## src/rtl/systolic_mma_engine_if.sv

```systemverilog
// Operand/result handshake bundle for the systolic MMA engine.
// Both streams use valid/ready: a transfer happens on a rising clk edge where valid && ready.
interface systolic_mma_engine_if #(
    parameter int N      = 4,
    parameter int DATA_W = 8,
    parameter int ACC_W  = 32,
    parameter int KW     = 8
);
    localparam int RW = $clog2(N);

    logic                start;
    logic                acc_en;
    logic [KW-1:0]       k_len;
    logic                busy;
    logic                in_valid;
    logic                in_ready;
    logic [N*DATA_W-1:0] a_col;
    logic [N*DATA_W-1:0] b_row;
    logic                out_valid;
    logic                out_ready;
    logic [N*ACC_W-1:0]  out_row;
    logic [RW-1:0]       out_row_idx;
    logic                done;

    modport master (
        output start, acc_en, k_len, in_valid, a_col, b_row, out_ready,
        input  busy, in_ready, out_valid, out_row, out_row_idx, done
    );

    modport slave (
        input  start, acc_en, k_len, in_valid, a_col, b_row, out_ready,
        output busy, in_ready, out_valid, out_row, out_row_idx, done
    );
endinterface

```

## src/rtl/systolic_mma_engine.sv

```systemverilog
// Output-stationary N x N systolic matrix multiplier: C = A*B or C += A*B,
// operands streamed one k-beat at a time, results drained one row per handshake.
module systolic_mma_engine #(
    parameter int N      = 4,
    parameter int DATA_W = 8,
    parameter int ACC_W  = 32,
    parameter int KW     = 8,
    parameter int SIGNED = 0
) (
    input  logic                 clk,
    input  logic                 rst,
    systolic_mma_engine_if.slave bus,
    output logic [1:0]           dbg_state
);
    localparam int RW = $clog2(N);
    localparam int FW = $clog2(2 * N);
    localparam logic [FW-1:0] FLUSH_LAST = FW'(2 * N - 2);
    localparam logic [RW-1:0] ROW_LAST   = RW'(N - 1);
    localparam bit SEXT = (SIGNED != 0);

    typedef enum logic [1:0] {S_IDLE, S_LOAD, S_FLUSH, S_DRAIN} state_t;

    state_t        state;
    logic [KW-1:0] k_len_q;
    logic [KW-1:0] beat_cnt;
    logic [FW-1:0] flush_cnt;
    logic [RW-1:0] row_q;
    logic          busy_q, in_ready_q, out_valid_q, done_q;
    logic          beat, clr;

    // Operand buses carry {valid, data}; the valid bit gates every MAC.
    logic [DATA_W:0] a_in [N];
    logic [DATA_W:0] b_in [N];
    logic [DATA_W:0] a_pe [N][N];
    logic [DATA_W:0] b_pe [N][N];
    logic [N-1:0][N*ACC_W-1:0] acc_rows;

    assign beat = bus.in_valid && in_ready_q;
    assign clr  = (state == S_IDLE) && bus.start && !bus.acc_en;

    for (genvar i = 0; i < N; i++) begin : g_skew
        logic [DATA_W:0] a_new, b_new;
        assign a_new = {beat, bus.a_col[i*DATA_W +: DATA_W]};
        assign b_new = {beat, bus.b_row[i*DATA_W +: DATA_W]};
        if (i == 0) begin : g_direct
            assign a_in[i] = a_new;
            assign b_in[i] = b_new;
        end else begin : g_delay
            logic [DATA_W:0] a_sk [i];
            logic [DATA_W:0] b_sk [i];
            always_ff @(posedge clk or negedge rst) begin
                if (!rst) begin
                    for (int s = 0; s < i; s++) begin
                        a_sk[s] <= '0;
                        b_sk[s] <= '0;
                    end
                end else begin
                    a_sk[0] <= a_new;
                    b_sk[0] <= b_new;
                    for (int s = 1; s < i; s++) begin
                        a_sk[s] <= a_sk[s-1];
                        b_sk[s] <= b_sk[s-1];
                    end
                end
            end
            assign a_in[i] = a_sk[i-1];
            assign b_in[i] = b_sk[i-1];
        end
    end

    for (genvar i = 0; i < N; i++) begin : g_row
        for (genvar j = 0; j < N; j++) begin : g_col
            logic [DATA_W:0] a_q, b_q, a_src, b_src;
            logic [ACC_W-1:0] acc_q, a_ext, b_ext;
            if (j == 0) begin : g_a_edge
                assign a_src = a_in[i];
            end else begin : g_a_hop
                assign a_src = a_pe[i][j-1];
            end
            if (i == 0) begin : g_b_edge
                assign b_src = b_in[j];
            end else begin : g_b_hop
                assign b_src = b_pe[i-1][j];
            end
            assign a_ext = {{(ACC_W-DATA_W){SEXT & a_q[DATA_W-1]}}, a_q[DATA_W-1:0]};
            assign b_ext = {{(ACC_W-DATA_W){SEXT & b_q[DATA_W-1]}}, b_q[DATA_W-1:0]};
            always_ff @(posedge clk or negedge rst) begin
                if (!rst) begin
                    a_q   <= '0;
                    b_q   <= '0;
                    acc_q <= '0;
                end else begin
                    a_q <= a_src;
                    b_q <= b_src;
                    if (clr)
                        acc_q <= '0;
                    else if (a_q[DATA_W] && b_q[DATA_W])
                        acc_q <= acc_q + a_ext * b_ext;
                end
            end
            assign a_pe[i][j] = a_q;
            assign b_pe[i][j] = b_q;
            assign acc_rows[i][j*ACC_W +: ACC_W] = acc_q;
        end
    end

    always_ff @(posedge clk or negedge rst) begin
        if (!rst) begin
            state       <= S_IDLE;
            k_len_q     <= '0;
            beat_cnt    <= '0;
            flush_cnt   <= '0;
            row_q       <= '0;
            busy_q      <= 1'b0;
            in_ready_q  <= 1'b0;
            out_valid_q <= 1'b0;
            done_q      <= 1'b0;
        end else begin
            done_q <= 1'b0;
            case (state)
                S_IDLE: if (bus.start) begin
                    busy_q   <= 1'b1;
                    k_len_q  <= bus.k_len;
                    beat_cnt <= '0;
                    row_q    <= '0;
                    if (bus.k_len != '0) begin
                        state      <= S_LOAD;
                        in_ready_q <= 1'b1;
                    end else begin
                        state       <= S_DRAIN;
                        out_valid_q <= 1'b1;
                    end
                end
                S_LOAD: if (beat) begin
                    if (beat_cnt == k_len_q - KW'(1)) begin
                        state      <= S_FLUSH;
                        in_ready_q <= 1'b0;
                        flush_cnt  <= '0;
                    end else begin
                        beat_cnt <= beat_cnt + KW'(1);
                    end
                end
                // Long enough for the last beat to reach PE(N-1,N-1).
                S_FLUSH: if (flush_cnt == FLUSH_LAST) begin
                    state       <= S_DRAIN;
                    out_valid_q <= 1'b1;
                end else begin
                    flush_cnt <= flush_cnt + FW'(1);
                end
                S_DRAIN: if (bus.out_ready) begin
                    if (row_q == ROW_LAST) begin
                        state       <= S_IDLE;
                        out_valid_q <= 1'b0;
                        busy_q      <= 1'b0;
                        done_q      <= 1'b1;
                        row_q       <= '0;
                    end else begin
                        row_q <= row_q + RW'(1);
                    end
                end
                default: state <= S_IDLE;
            endcase
        end
    end

    assign bus.busy        = busy_q;
    assign bus.in_ready    = in_ready_q;
    assign bus.out_valid   = out_valid_q;
    assign bus.out_row     = acc_rows[row_q];
    assign bus.out_row_idx = row_q;
    assign bus.done        = done_q;
    assign dbg_state       = state;
endmodule
```

## src/flat_wrapper.sv

```systemverilog
// flat-port wrapper written by rule: the top's interface ports become plain ports
module systolic_mma_engine_flat 
#(
    parameter int N      = 4,
    parameter int DATA_W = 8,
    parameter int ACC_W  = 32,
    parameter int KW     = 8,
    parameter int SIGNED = 0
)
  (clk, rst, dbg_state, bus_start, bus_acc_en, bus_k_len, bus_in_valid, bus_a_col, bus_b_row, bus_out_ready, bus_busy, bus_in_ready, bus_out_valid, bus_out_row, bus_out_row_idx, bus_done);
  systolic_mma_engine_if #(.N(N), .DATA_W(DATA_W), .ACC_W(ACC_W), .KW(KW)) bus_i ();
  input  logic clk;
  input  logic rst;
  output logic [1:0] dbg_state;
  input wire logic [$bits(bus_i.start)-1:0] bus_start;
  input wire logic [$bits(bus_i.acc_en)-1:0] bus_acc_en;
  input wire logic [$bits(bus_i.k_len)-1:0] bus_k_len;
  input wire logic [$bits(bus_i.in_valid)-1:0] bus_in_valid;
  input wire logic [$bits(bus_i.a_col)-1:0] bus_a_col;
  input wire logic [$bits(bus_i.b_row)-1:0] bus_b_row;
  input wire logic [$bits(bus_i.out_ready)-1:0] bus_out_ready;
  output wire logic [$bits(bus_i.busy)-1:0] bus_busy;
  output wire logic [$bits(bus_i.in_ready)-1:0] bus_in_ready;
  output wire logic [$bits(bus_i.out_valid)-1:0] bus_out_valid;
  output wire logic [$bits(bus_i.out_row)-1:0] bus_out_row;
  output wire logic [$bits(bus_i.out_row_idx)-1:0] bus_out_row_idx;
  output wire logic [$bits(bus_i.done)-1:0] bus_done;
  assign bus_i.start = bus_start;
  assign bus_i.acc_en = bus_acc_en;
  assign bus_i.k_len = bus_k_len;
  assign bus_i.in_valid = bus_in_valid;
  assign bus_i.a_col = bus_a_col;
  assign bus_i.b_row = bus_b_row;
  assign bus_i.out_ready = bus_out_ready;
  assign bus_busy = bus_i.busy;
  assign bus_in_ready = bus_i.in_ready;
  assign bus_out_valid = bus_i.out_valid;
  assign bus_out_row = bus_i.out_row;
  assign bus_out_row_idx = bus_i.out_row_idx;
  assign bus_done = bus_i.done;
  systolic_mma_engine #(.N(N), .DATA_W(DATA_W), .ACC_W(ACC_W), .KW(KW), .SIGNED(SIGNED)) u_core (.clk(clk), .rst(rst), .bus(bus_i), .dbg_state(dbg_state));
endmodule
```

## config.mk

```make
export PLATFORM = sky130hd
export DESIGN_NAME = systolic_mma_engine_flat
export DESIGN_NICKNAME = d
export VERILOG_FILES = /design/src/rtl/systolic_mma_engine_if.sv /design/src/rtl/systolic_mma_engine.sv /design/src/flat_wrapper.sv
export SDC_FILE = /design/constraint.sdc
export NUM_CORES = 2
export LEC_CHECK = 0
export ABC_AREA = 1
export BUFFER_PORTS_ARGS = -buffer_cell sky130_fd_sc_hd__buf_2
export CORE_MARGIN = 10
export CORE_UTILIZATION = 50
export DETAILED_ROUTE_END_ITERATION = 7
export PLACE_DENSITY = 0.64
export RECOVER_POWER = 50
export SLEW_MARGIN = 5
export SYNTH_ARGS = -nofsm -noshare
export SYNTH_HDL_FRONTEND = slang
export SYNTH_SLANG_ARGS = --single-unit
```

## constraint.sdc

```tcl
create_clock -name clk -period 6.06 [get_ports clk]
set_clock_uncertainty 0.15 [all_clocks]
set_input_delay 1.515 -clock clk [delete_from_list [all_inputs] [get_ports clk]]
set_output_delay 1.515 -clock clk [all_outputs]
set_load 0.01 [all_outputs]
```

# --- Yosys cells after proc, flatten, opt, wreduce, memory -nomap -nowiden ---
# Cells that the tools add are included.
totals:
  word_cells: 242
  ff_bits: 935
  output_inout_bits: 136
  input_bits: 78
classes:
  reduce_logical: 50
  addsub: 20
  n_eq_ne: 16
  mul: 16
  magnitude_cmp: 1
  muxes: 70
ops:
  columns: ["operator", "n"]
  rows:
  - ["32-bit 2-to-1 mux", 32]
  - ["32-bit adder", 16]
  - ["128-bit binary-select mux with 2-bit select", 1]
  - ["8-bit by 8-bit multiplier with 16-bit output", 16]
  - ["128-bit 2-to-1 mux", 1]
  - ["2-bit nonzero test", 19]
  - ["8-bit 2-to-1 mux", 3]
  - ["2-bit 2-to-1 mux", 10]
  - ["1-bit logical AND", 19]
  - ["8-bit case mux with 2 select lines", 1]
  - ["1-bit 2-to-1 mux", 13]
  - ["2-bit != test, second input constant", 6]
  - ["4-bit AND reduction", 3]
  - ["6-bit AND reduction", 2]
  - ["3-bit 2-to-1 mux", 3]
  - ["8-bit by 1-bit adder with 8-bit output, second input constant", 1]
  - ["8-bit == test", 1]
  - ["2-bit by 1-bit != test with 1-bit output, second input constant", 4]
  - ["2-bit case mux with 4 select lines", 1]
  - ["8-bit nonzero test", 1]
  - ["8-bit by 1-bit subtractor with 8-bit output, second input constant", 1]
  - ["2-bit == test, second input constant", 3]
  - ["3-bit case mux with 2 select lines", 1]
  - ["5-bit AND reduction", 1]
  - ["other kinds (13)", 14]

# --- Longest topological paths before layout ---
logic_depth:
  word_depth: 5
  ltp_mapped: 32
  mapped_depth_nobuf: 31

# --- Worst setup path after synthesis ---
# OpenSTA, ideal clock, no wires.
synth_path:
  path_kind: "register to register"
  start: "register u_core.g_row[0].g_col[0].b_q[2]"
  end: "register u_core.g_row[0].g_col[0].acc_q[31]"
  t_arrival_ns: 5.066
  slack_ns: 0.725
  setup_time_ns: 0.119
  period_less_slack_ns: 5.335
  path_stages_with_launch: 28
  required_time_ns: 5.791
  n_path_buf: 1
  cell_sequence: "dfrtp_1 -> clkbuf_1 -> nand2_1 -> fa_1 -> fa_1 -> inv_1 -> fa_1 -> inv_1 -> fa_1 -> inv_1 -> ha_1 -> a21oi_1 -> o21ai_0 -> a21oi_1 -> nor2_1 -> nor2_1 -> xor2_1 -> inv_1 -> ha_1 -> nand2_1 -> nor2_1 -> inv_1 -> nor3_1 -> nand2_1 -> nand3_1 -> nand4_1 -> nand2_1 -> nor2_1"
synth_via:
  elab_chain_len: 4
synth_rtl:
  columns: ["element", "line_no", "text"]
  rows:
  - ["from (decl)", "systolic_mma_engine.sv:73", "logic [DATA_W:0] a_q, b_q, a_src, b_src;"]
  - ["from (signal assigned)", "systolic_mma_engine.sv:94", "b_q <= b_src;"]
  - ["8-bit by 8-bit multiplier with 16-bit output", "systolic_mma_engine.sv:98", "acc_q <= acc_q + a_ext * b_ext;"]
  - ["32-bit adder", "systolic_mma_engine.sv:98", null]
  - ["32-bit 2-to-1 mux", "systolic_mma_engine.sv:97", "else if (a_q[DATA_W] && b_q[DATA_W])"]
  - ["32-bit 2-to-1 mux", "systolic_mma_engine.sv:95", "if (clr)"]
  - ["to (signal assigned)", "systolic_mma_engine.sv:98", null]
  - ["to (decl)", "systolic_mma_engine.sv:74", "logic [ACC_W-1:0] acc_q, a_ext, b_ext;"]
# Every way passes these cells. The select of a mux whose other input is x is not followed.
# A chain may end at the register's enable or synchronous reset.

# --- Worst setup path after layout ---
layout_path:
  start: "register u_core.g_row[0].g_col[2].a_q[3]"
  end: "register u_core.g_row[0].g_col[2].acc_q[30]"
layout_via:
  elab_chain_len: 4
layout_rtl:
  columns: ["element", "line_no", "text"]
  rows:
  - ["from (decl)", "systolic_mma_engine.sv:73", null]
  - ["from (signal assigned)", "systolic_mma_engine.sv:93", "a_q <= a_src;"]
  - ["8-bit by 8-bit multiplier with 16-bit output", "systolic_mma_engine.sv:98", null]
  - ["32-bit adder", "systolic_mma_engine.sv:98", null]
  - ["32-bit 2-to-1 mux", "systolic_mma_engine.sv:97", null]
  - ["32-bit 2-to-1 mux", "systolic_mma_engine.sv:95", null]
  - ["to (signal assigned)", "systolic_mma_engine.sv:98", null]
  - ["to (decl)", "systolic_mma_engine.sv:74", null]
# Every way passes these cells. The select of a mux whose other input is x is not followed.

==> run_results.csv <==
group,metric,value,unit
route,num_vias,85598,
setup_path,critical_path_class,"flop to flop",
route,drc,5,
sta,slew_headroom,-92.6,%
floorplan,ios,214,
clocking,cts_inserted_buffers,114,
min_path,hp-class,"flop to flop",
yosys,yosys_warnings,0,
sta,min_period_over_period,95.2,%
route,initialDrtViolationCount,6820,
grt,grt_use_met3,3.88,%
yosys,async_flop_share,100,%
run_status,outcome,"finished, violations left",
grt,grt_pass1_wl,489000,um
yosys,synthTopCellsByArea,"dfrtp_1 (24%), nand2_1 (16%), fa_1 (13%)",
yosys,synth_seq_cells,898,
final_layout,multi_input_area,57700,um2
final_layout,nFillCells,17999,
yosys,synth_edf_count,0,
setup_path,cp.required,6590,ps
final_layout,drive_gt1_share,6.20,%
final_layout,layout.nets,14976,
route,post_drt_via_cell_ratio,5.35,
clocking,holdBufCountCts,0,
yosys,synth.net_count,14859,
yosys,synth_flop_cell,"dfrtp_1",
setup_path,crit_arrival,6300,ps
floorplan,initial_core_util,50.3,%
yosys,yosysSeqAreaShare,24.4,%
grt,gr-usage-all-layers,30.7,%
route,drtPass1Iterations,8,
floorplan,rows,157,
power_and_ir_drop,power_density,514,nW/um2
job,max_cap_viol_count,9,
sta,tns,0,ps
run_status,violations,"DRC, capacitance limit, slew limit",
final_layout,fin_util,55.0,%
grt,grt_max_degree,127,
floorplan,core_area,183000,um2
final_layout,stdcell_area,101000,um2
power_and_ir_drop,leakagePower,59.1,nW
clocking,root_buffer,"clkbuf_16",
grt,use_met1,38.8,%
clocking,clockBufferDepth,3,
yosys,yosysTopAreaCell,"dfrtp_1",
yosys,netlist_area,92000,um2
placement,post-place-cells,15738,
clocking,clock_latency,810,ps
grt,grt_pass1_vias,85219,
power_and_ir_drop,irDropWorstVdd,0.477,mV
sta,final_hold_viol_count,0,
clocking,cts_sinks,898,
clocking,h-tree-depth,3,
grt,grt_use_met2,51.2,%
sta,fmax,0.173,GHz
setup_path,startpoint_type,"flop",
placement,numPortBuffers,213,
grt,gr-total-overflow,0,
sta,drv_slew,475,
setup_path,crit_path_end_kind,"flop",
route,drtAntennaViolNets,0,
clocking,cts.clk_slew.worst_paths,70,ps
sta,holdWs,195,ps
floorplan,die_x,449,um
placement,place.gp.congestion,0.978,
route,wl_per_cell,19.7,um
grt,busiest_layer,"met2",
sta,setup_viol,0,
final_layout,layoutNonFillerInstCount,16012,
setup_path,path_max_fanout,8,
yosys,postSynthCellCount,13316,
yosys,synth_top_area_share,24.4,%
yosys,synth.avg_cell_area,6.91,um2
route,wirelength,315000,um
grt,antenna_found_initial,22,
placement,postPlaceCellArea,96000,um2
sta,fin_crit,5770,ps
clocking,cts_tree,"done",
floorplan,die_area,202000,um2
floorplan,die-height,449,um
yosys,ys_types,51,
placement,dp_hpwl,252000,um
final_layout,seq_area,22600,um2
final_layout,syn_to_final_growth,9.42,%
sta,tightestPinTransition,2890,ps
==> area by class of cell <==
class	count	area share [%]
Antenna cell	19	0.0472
Clock buffer	142	3.17
Clock inverter	70	0.966
Inverter	2745	10.3
Multi-Input combinational cell	9222	57.3
Sequential cell	898	22.5
Tap cell	2464	3.06
Timing Repair Buffer	452	2.74
==> cell usage in the layout, fill, tap and decap left out, types with 12 or more instances in the layout <==
cell type and count:
nand2_1 3848, inv_1 2738, nor2_1 1086, ha_1 868, dfrtp_1 777, a21oi_1 668, o21ai_0 608, fa_1 592
nand3_1 533, nand4_1 235, buf_2 198, buf_4 165, xor2_1 122, dfrtp_2 117, clkbuf_16 115, nor3_1 103
xnor2_1 103, o22ai_1 100, clkbuf_1 78, o21bai_1 36, nand3b_1 35, or2_2 26, nor4_1 24, clkbuf_8 21
and2_1 20, diode_2 19, a21o_1 19, nand2_2 18, bufinv_16 17, a22o_1 16, a21oi_2 15, nand3_2 15
clkinv_2 15, o21ai_1 14, o31ai_1 14, inv_6 12, nor2_2 12
==> repair_timing <==
action	in CTS	in global routing
pin swaps	0	6
gates resized for setup	4	188
endpoints found under the setup margin	2	219
buffers inserted	0	43
==> metrics by stage <==
stage / power, mW / setup WS [ps]
CTS: 51.3 / 23.2
global placement: 43.1 / -44.1
finish: 51.7 / 288
detailed placement: 43.4 / -34.5
global route: 56.8 / -46.8
floorplan: 32.5 / 725
==> layer usage <==
layer / share of wire, % / vias to the layer above / wire length (um)
met3: 5.9 / 716 / 18500
met1: 41 / 40818 / 131000
met2: 46 / 2823 / 146000
met4: 6.5 / 8 / 20400
met5: 0.019 / - / 59
li1: - / 41233 / -
==> flip-flops by register name, summed over array words and instances (netlist names), 3 cells and up <==
| name | cells |
|---|---|
| u_core.g_skew.g_delay.b_sk | 24 |
| u_core.g_row.g_col.acc_q | 512 |
| u_core.k_len_q | 8 |
| u_core.g_row.g_col.b_src | 24 |
| u_core.flush_cnt | 3 |
| u_core.g_row.g_col.b_q | 128 |
| u_core.g_row.g_col.a_src | 24 |
| u_core.beat_cnt | 8 |
| u_core.g_row.g_col.a_q | 135 |
| u_core.g_skew.g_delay.a_sk | 24 |
==> where the power goes <==
group / switching [mW] / internal (mW)
Clock: 3.15 / 4.49
Sequential: 1.69 / 7.18
Combinational: 23.6 / 11.6
==> Yosys cell counts, drive strengths merged (11+ instances only) <==
cell type / number
a21oi: 683
o21ai: 624
nand2: 3866
and2: 20
o22ai: 100
o31ai: 14
fa: 592
xor2: 125
buf: 116
nor3: 113
nand3: 551
ha: 873
xnor2: 103
o21bai: 38
a21o: 19
nor2: 1105
nand4: 235
a21boi: 11
a22o: 16
nor4: 24
dfrtp: 898
clkbuf: 335
inv: 2744
nand3b: 35
or2: 27
==> worst paths after layout <==
kind,from,end,slack (ps),depth (start not counted)
max,u_core.g_row[0].g_col[2].a_q[3],u_core.g_row[0].g_col[2].acc_q[30],290,25
min,u_core.g_row[3].g_col[0].a_src[4],u_core.g_row[3].g_col[0].a_q[4],190,0
max reg2reg,u_core.g_row[0].g_col[2].a_q[3],u_core.g_row[0].g_col[2].acc_q[30],290,25
min reg2reg,u_core.g_row[3].g_col[0].a_src[4],u_core.g_row[3].g_col[0].a_q[4],190,0
max in group asynchronous,rst,u_core.g_row[0].g_col[3].a_q[8],760,3
min in group asynchronous,rst,u_core.g_row[0].g_col[3].b_q[2],1480,1
==> critical path, stage by stage, from the launching register on <==
cell and delay, ps:
dfrtp_2 530, nand2_1 110, inv_1 60, fa_1 550
fa_1 460, fa_1 500, inv_1 50, fa_1 470
inv_1 50, ha_1 360, a21oi_1 150, o21ai_0 120
a21oi_1 220, nor2_1 60, nor2_1 120, xor2_1 180
inv_1 110, ha_1 370, a21oi_2 190, o21ai_0 160
nand2_1 90, nand2_1 70, a21oi_1 110, nand2_1 160
a21oi_1 180, nor2_1 60
==> cells by family (layout without fill, tap and decap cells) <==
group	count (synthesis)	in the layout	synth area share, %
AND/OR/NAND/NOR	5983	5983	26.5
buffers and inverters	3196	3409	13.2
AO/OA/AOI/OAI	1546	1546	8.99
adder cells (fa/ha/maj)	1465	1465	24.8
flip-flops	898	898	24.4
XOR/XNOR	228	228	2.17
other	0	19	0
No activity file was read; power rests on OpenSTA's default activity.
